[src/rtl/poly_pack_pkg.sv]
// Shared constants, FSM encoding and word-count helpers for the
// polynomial packer (13-bit packing, optional 16-bit passthrough).
package poly_pack_pkg;

    localparam int N_COEFF_DEF = 256;

    // Bits appended to the pack buffer per accepted input
    localparam int ACC_W13 = 52;
    localparam int ACC_W16 = 64;

    typedef enum logic [1:0] {
        S_IDLE = 2'd0,
        S_RUN  = 2'd1,
        S_DONE = 2'd2
    } state_t;

    function automatic int words13(input int n);
        return n * 13 / 64;
    endfunction

    function automatic int words16(input int n);
        return n / 4;
    endfunction

    // Word counts for the default polynomial size (52 and 64)
    localparam int WORDS13 = words13(N_COEFF_DEF);
    localparam int WORDS16 = words16(N_COEFF_DEF);

endpackage

[src/rtl/pack_shifter.sv]
// 128-bit LSB-first pack buffer with fill count; appends 52 or 64 bits per
// accept and drops the low 64-bit word on emit, both in the same cycle.
// Ports: clk, rst (async active-low), clear (sync flush), accept, emit,
//        mode16, data[63:0] in; fill, fill_after, word[63:0] out.
module pack_shifter
    import poly_pack_pkg::*;
#(
    parameter int COEFF_W = 13
) (
    input  logic        clk,
    input  logic        rst,
    input  logic        clear,
    input  logic        accept,
    input  logic        emit,
    input  logic        mode16,
    input  logic [63:0] data,
    output logic [7:0]  fill,
    output logic [7:0]  fill_after,
    output logic [63:0] word
);

    logic [127:0] data_buf;
    logic [127:0] shifted;
    logic [127:0] ext;
    logic [63:0]  packed_data;
    logic [7:0]   base;
    logic [7:0]   acc_w;

    always_comb begin
        packed_data = '0;
        for (int j = 0; j < 4; j++) begin
            packed_data[j*COEFF_W +: COEFF_W] = data[16*j +: COEFF_W];
        end
        ext     = {64'd0, (mode16 ? data : packed_data)};
        shifted = emit ? {64'd0, data_buf[127:64]} : data_buf;
        base    = emit ? (fill - 8'd64) : fill;
        acc_w   = mode16 ? 8'(ACC_W16) : 8'(ACC_W13);
    end

    // Bits above the fill level are always zero, so OR-in is enough
    always_ff @(posedge clk or negedge rst) begin
        if (!rst) begin
            data_buf <= '0;
            fill     <= '0;
        end else if (clear) begin
            data_buf <= '0;
            fill     <= '0;
        end else begin
            data_buf <= accept ? (shifted | (ext << base)) : shifted;
            fill     <= accept ? (base + acc_w) : base;
        end
    end

    assign fill_after = base;
    assign word       = data_buf[63:0];

endmodule

[src/rtl/poly_pack13_writer.sv]
// Packs one polynomial of N_COEFF coefficients into 64-bit BRAM words,
// 13 bits per coefficient (or 16-bit passthrough when POLY_PACK_MODE16_EN
// is defined and mode16 is set at start).
// Ports: clk, rst (async active-low), start, mode16, in_valid, in_data in;
//        in_ready, bram_we, bram_addr[6:0], bram_wdata[63:0], busy, done out.
module poly_pack13_writer
    import poly_pack_pkg::*;
#(
    parameter int N_COEFF = N_COEFF_DEF,
    parameter int COEFF_W = 13
) (
    input  logic        clk,
    input  logic        rst,
    input  logic        start,
    input  logic        mode16,
    input  logic        in_valid,
    output logic        in_ready,
    input  logic [63:0] in_data,
    output logic        bram_we,
    output logic [6:0]  bram_addr,
    output logic [63:0] bram_wdata,
    output logic        busy,
    output logic        done
);

    localparam logic [15:0] ACC_MAX  = 16'(N_COEFF / 4);
    localparam logic [15:0] WORDS_13 = 16'(words13(N_COEFF));
    localparam logic [15:0] WORDS_16 = 16'(words16(N_COEFF));

    state_t      state;
    logic [15:0] acc_cnt;
    logic [15:0] wcnt;
    logic [15:0] total;
    logic [7:0]  fill;
    logic [7:0]  fill_after;
    logic [7:0]  room;
    logic [63:0] word;
    logic        mode_q;
    logic        accept;
    logic        emit;
    logic        go;

    assign go = (state == S_IDLE) && start;

`ifdef POLY_PACK_MODE16_EN
    always_ff @(posedge clk or negedge rst) begin
        if (!rst) begin
            mode_q <= 1'b0;
        end else if (go) begin
            mode_q <= mode16;
        end
    end
`else
    logic unused_mode16;
    assign unused_mode16 = mode16;
    assign mode_q        = 1'b0;
`endif

    assign total = mode_q ? WORDS_16 : WORDS_13;
    assign room  = mode_q ? 8'(128 - ACC_W16) : 8'(128 - ACC_W13);

    // Room is judged after this cycle's emit so 13-bit mode keeps 1 input/cycle
    assign in_ready = (state == S_RUN) && (acc_cnt < ACC_MAX)
                   && (fill_after <= room);
    assign accept = in_valid && in_ready;
    assign emit   = (state == S_RUN) && (fill >= 8'd64) && (wcnt < total);

    pack_shifter #(
        .COEFF_W (COEFF_W)
    ) u_shifter (
        .clk        (clk),
        .rst        (rst),
        .clear      (go),
        .accept     (accept),
        .emit       (emit),
        .mode16     (mode_q),
        .data       (in_data),
        .fill       (fill),
        .fill_after (fill_after),
        .word       (word)
    );

    always_ff @(posedge clk or negedge rst) begin
        if (!rst) begin
            state      <= S_IDLE;
            acc_cnt    <= '0;
            wcnt       <= '0;
            busy       <= 1'b0;
            done       <= 1'b0;
            bram_we    <= 1'b0;
            bram_addr  <= '0;
            bram_wdata <= '0;
        end else begin
            bram_we <= 1'b0;
            done    <= 1'b0;
            unique case (state)
                S_IDLE: begin
                    if (start) begin
                        state   <= S_RUN;
                        busy    <= 1'b1;
                        acc_cnt <= '0;
                        wcnt    <= '0;
                    end
                end
                S_RUN: begin
                    if (accept) begin
                        acc_cnt <= acc_cnt + 16'd1;
                    end
                    if (emit) begin
                        bram_we    <= 1'b1;
                        bram_addr  <= wcnt[6:0];
                        bram_wdata <= word;
                        wcnt       <= wcnt + 16'd1;
                    end
                    // Last word is on the port this cycle
                    if (bram_we && (wcnt == total)) begin
                        state <= S_DONE;
                        done  <= 1'b1;
                        busy  <= 1'b0;
                    end
                end
                S_DONE: begin
                    state <= S_IDLE;
                end
                default: begin
                    state <= S_IDLE;
                end
            endcase
        end
    end

endmodule

[config.mk]
export PLATFORM = sky130hd
export DESIGN_NAME = poly_pack13_writer
export DESIGN_NICKNAME = d
export VERILOG_FILES = /design/src/rtl/poly_pack_pkg.sv /design/src/rtl/pack_shifter.sv /design/src/rtl/poly_pack13_writer.sv
export SDC_FILE = /design/constraint.sdc
export NUM_CORES = 1
export LEC_CHECK = 0
export ABC_CLOCK_PERIOD_IN_PS = 4270
export CORE_ASPECT_RATIO = 0.75
export CORE_MARGIN = 3
export CORE_UTILIZATION = 53
export CTS_CLUSTER_SIZE = 20
export DETAILED_ROUTE_END_ITERATION = 8
export PLACE_DENSITY = 0.78
export SYNTH_ARGS = -nofsm -noshare
export SYNTH_HDL_FRONTEND = slang
export SYNTH_HIERARCHICAL = 1
export SYNTH_SLANG_ARGS = --single-unit
[constraint.sdc]
create_clock -name clk -period 4.27 [get_ports clk]
set_input_delay 0.6405 -clock clk [delete_from_list [all_inputs] [get_ports clk]]
set_output_delay 0.6405 -clock clk [all_outputs]
set_load 0.02 [all_outputs]
==> results.ini <==
[worst_setup_path]
critPathTopFamily = simple AND/OR/NAND/NOR gates
critical_path_arrival_ps = 4580
cp_data_required_time_ps = 4750
r2r_end = u_shifter/data_buf[100]$_DFF_PN0_
critical_path_class = flip-flop to flip-flop
startpoint_type = flip-flop
cp_common_cell = buf_4
crit_buf_inv = 5
r2r_cells = 17
r2r-start = wcnt[3]$_DFFE_PN0P_
critPathMaxFanout = 13
critPathCapture = u_shifter/data_buf[100]$_DFF_PN0_
cp_slowest_cell = dfrtp_1
r2r_setup_slack_ps = 160
cpPeakStageDelay_ps = 450
critical_path.startpoint = wcnt[3]$_DFFE_PN0P_
endpoint_kind = flip-flop
path_depth = 17
crit_chain = o211a_1 > a211o_1 > nor2_4 > nor2b_4 > xnor2_4 > inv_2 > nor4_1 > nand4_1 > or2_2 > inv_1 > buf_4 > nand3b_1 > buf_4 > nor3_1 > buf_4 > a32oi_1 > nand2_1

[layout]
area_growth_pct = 14.2
nNetsFinal = 1647
final_cells = 1967
nFillCells = 2284
regArea_um2 = 6060
postLayoutCellArea_um2 = 17200
drive_gt1_share_pct = 13.0
multi_input_area_um2 = 7900

[clocking]
cts_tree = done
clkTransAtPathRegs_ps = 60
cts_buffer_depth = 3
clock_sinks = 242
ctsRootBufferMaster = clkbuf_16
cts_resized = 0
cts_buffers = 25
cts_hold_buf = 0
htree_num_levels = 1
clk-insertion-delay-late_ps = 550
cts_setup_buffers = 0

[timing]
fmax_ghz = 0.243
fin_setup_tns_ps = 0
skew_ps = 16.9
worst_slew_pin_slew_ps = 1400
period_needed_ps = 4110
period_share_pct = 96.2
finalWorstSetupSlack_ps = 162
report.final.slew_viol_count = 0
setup_viol = 0
slew_headroom_pct = 6.63
hold_viol = 0
rsz0062_at_grt = true

[placement]
gp_congestion = 1.08
placed_area_um2 = 16400
hpwlAfterDp_um = 39500
io_buffers = 142
placed_cells = 1921
pre_cts_ws_ps = 62.0

[outcome]
status = completed

[floorplanning]
num_rows = 52
die_x_um = 201
initial_core_util_pct = 54.9
die_h_um = 152
dieArea_um2 = 30500
coreArea_um2 = 27500
io_pins = 144

[detailed_routing]
avgRoutedWirePerCell_um = 27.8
drtPass1Iterations = 6
drt_iter0_drc = 1938
viasPerCell = 6.81
drc = 0
finalWirelength_um = 54700
vias = 13400
ant_nets = 0

[grt]
grt_pass1_wl_um = 82000
grt_max_degree = 132
antenna_found_initial = 2
overflow = 0
grt_util_all_layers_pct = 34.7
grt_pass1_vias = 12700

[synth]
synth_area_per_cell_um2 = 9.89
syn_area_um2 = 15100
yosys_warnings = 6
netlist_instances = 1523

[flow_run]
drv_cap = 0

[power]
power.leakage_nw = 6.81
power_density_nw_per_um2 = 285
ir_worst_vdd_v = 0.000258

[min_path]
hp-class = input pin to async pin

## per-layer routing
layer / wire length (um) / share of wire (%) / global-route usage (%)
met1: 23500 / 43 / 52.4
met2: 21800 / 40 / 46.9
met3: 7250 / 13 / 10.7
met4: 2240 / 4.1 / 12.0
met5: 21 / 0.038 / 0
## layout make-up
class	count	area share, %
multi-input combinational	1084	45.9
sequential	242	35.2
timing repair buffer	199	11.1
clock buffer	39	4.17
tap	378	2.75
clock inverter	5	0.415
inverter	18	0.407
antenna	2	0.0291
## how the worst min path moves through the flow
stage | from | end | slack (ps) | depth (start not counted)
finish | rst | bram_addr[6]$_DFFE_PN0P_ | 200 | 1
global route | rst | bram_addr[1]$_DFFE_PN0P_ | 290 | 1
CTS | rst | bram_addr[6]$_DFFE_PN0P_ | 250 | 1
detailed placement | u_shifter/data_buf[100]$_DFF_PN0_ | u_shifter/data_buf[100]$_DFF_PN0_ | 460 | 2
global placement | u_shifter/data_buf[100]$_DFF_PN0_ | u_shifter/data_buf[100]$_DFF_PN0_ | 450 | 2
floorplan | rst | acc_cnt[0]$_DFFE_PN0P_ | 340 | 0
## through the flow
stage          utilization (%)  power [W]  hold slack, ps
4_1_cts                   62.5    0.00490             250
6_report                  62.7    0.00491             202
5_1_grt                   62.6    0.00504             287
3_5_place_dp              59.6    0.00276             464
2_1_floorplan                -    0.00251             345
3_3_place_gp              59.6    0.00276             454
## power by group
part,leakage (nW),internal [W],switching (W)
registers,2.95,0.00229,0
logic,3.48,0.000153,0.000310
clock network,0.381,0.00122,0.000930
## placed cells by master, fill, tap and decap left out, types with 14 or more instances in the layout
cell             instances
dfrtp_1                240
nand2_1                145
clkdlybuf4s50_1        140
mux2i_1                118
nor2_1                  99
a21oi_1                 82
o21ai_0                 65
mux2_2                  64
mux2_1                  56
buf_4                   52
o22ai_1                 39
nor2b_1                 35
o221ai_1                27
clkbuf_16               25
a22oi_1                 25
a211oi_1                23
a221oi_1                23
o211ai_1                21
nand3_1                 19
nor3_1                  15
inv_1                   14
o31ai_1                 14
## registers in the layout, summed over array words and instances, names as in the netlist
name,cells
u_shifter/fill,6
wcnt,16
busy,1
done,1
bram_wdata,64
bram_addr,7
acc_cnt,16
state,2
u_shifter/data_buf,128
bram_we,1
Note: power is estimated with default switching activity, not from simulation.
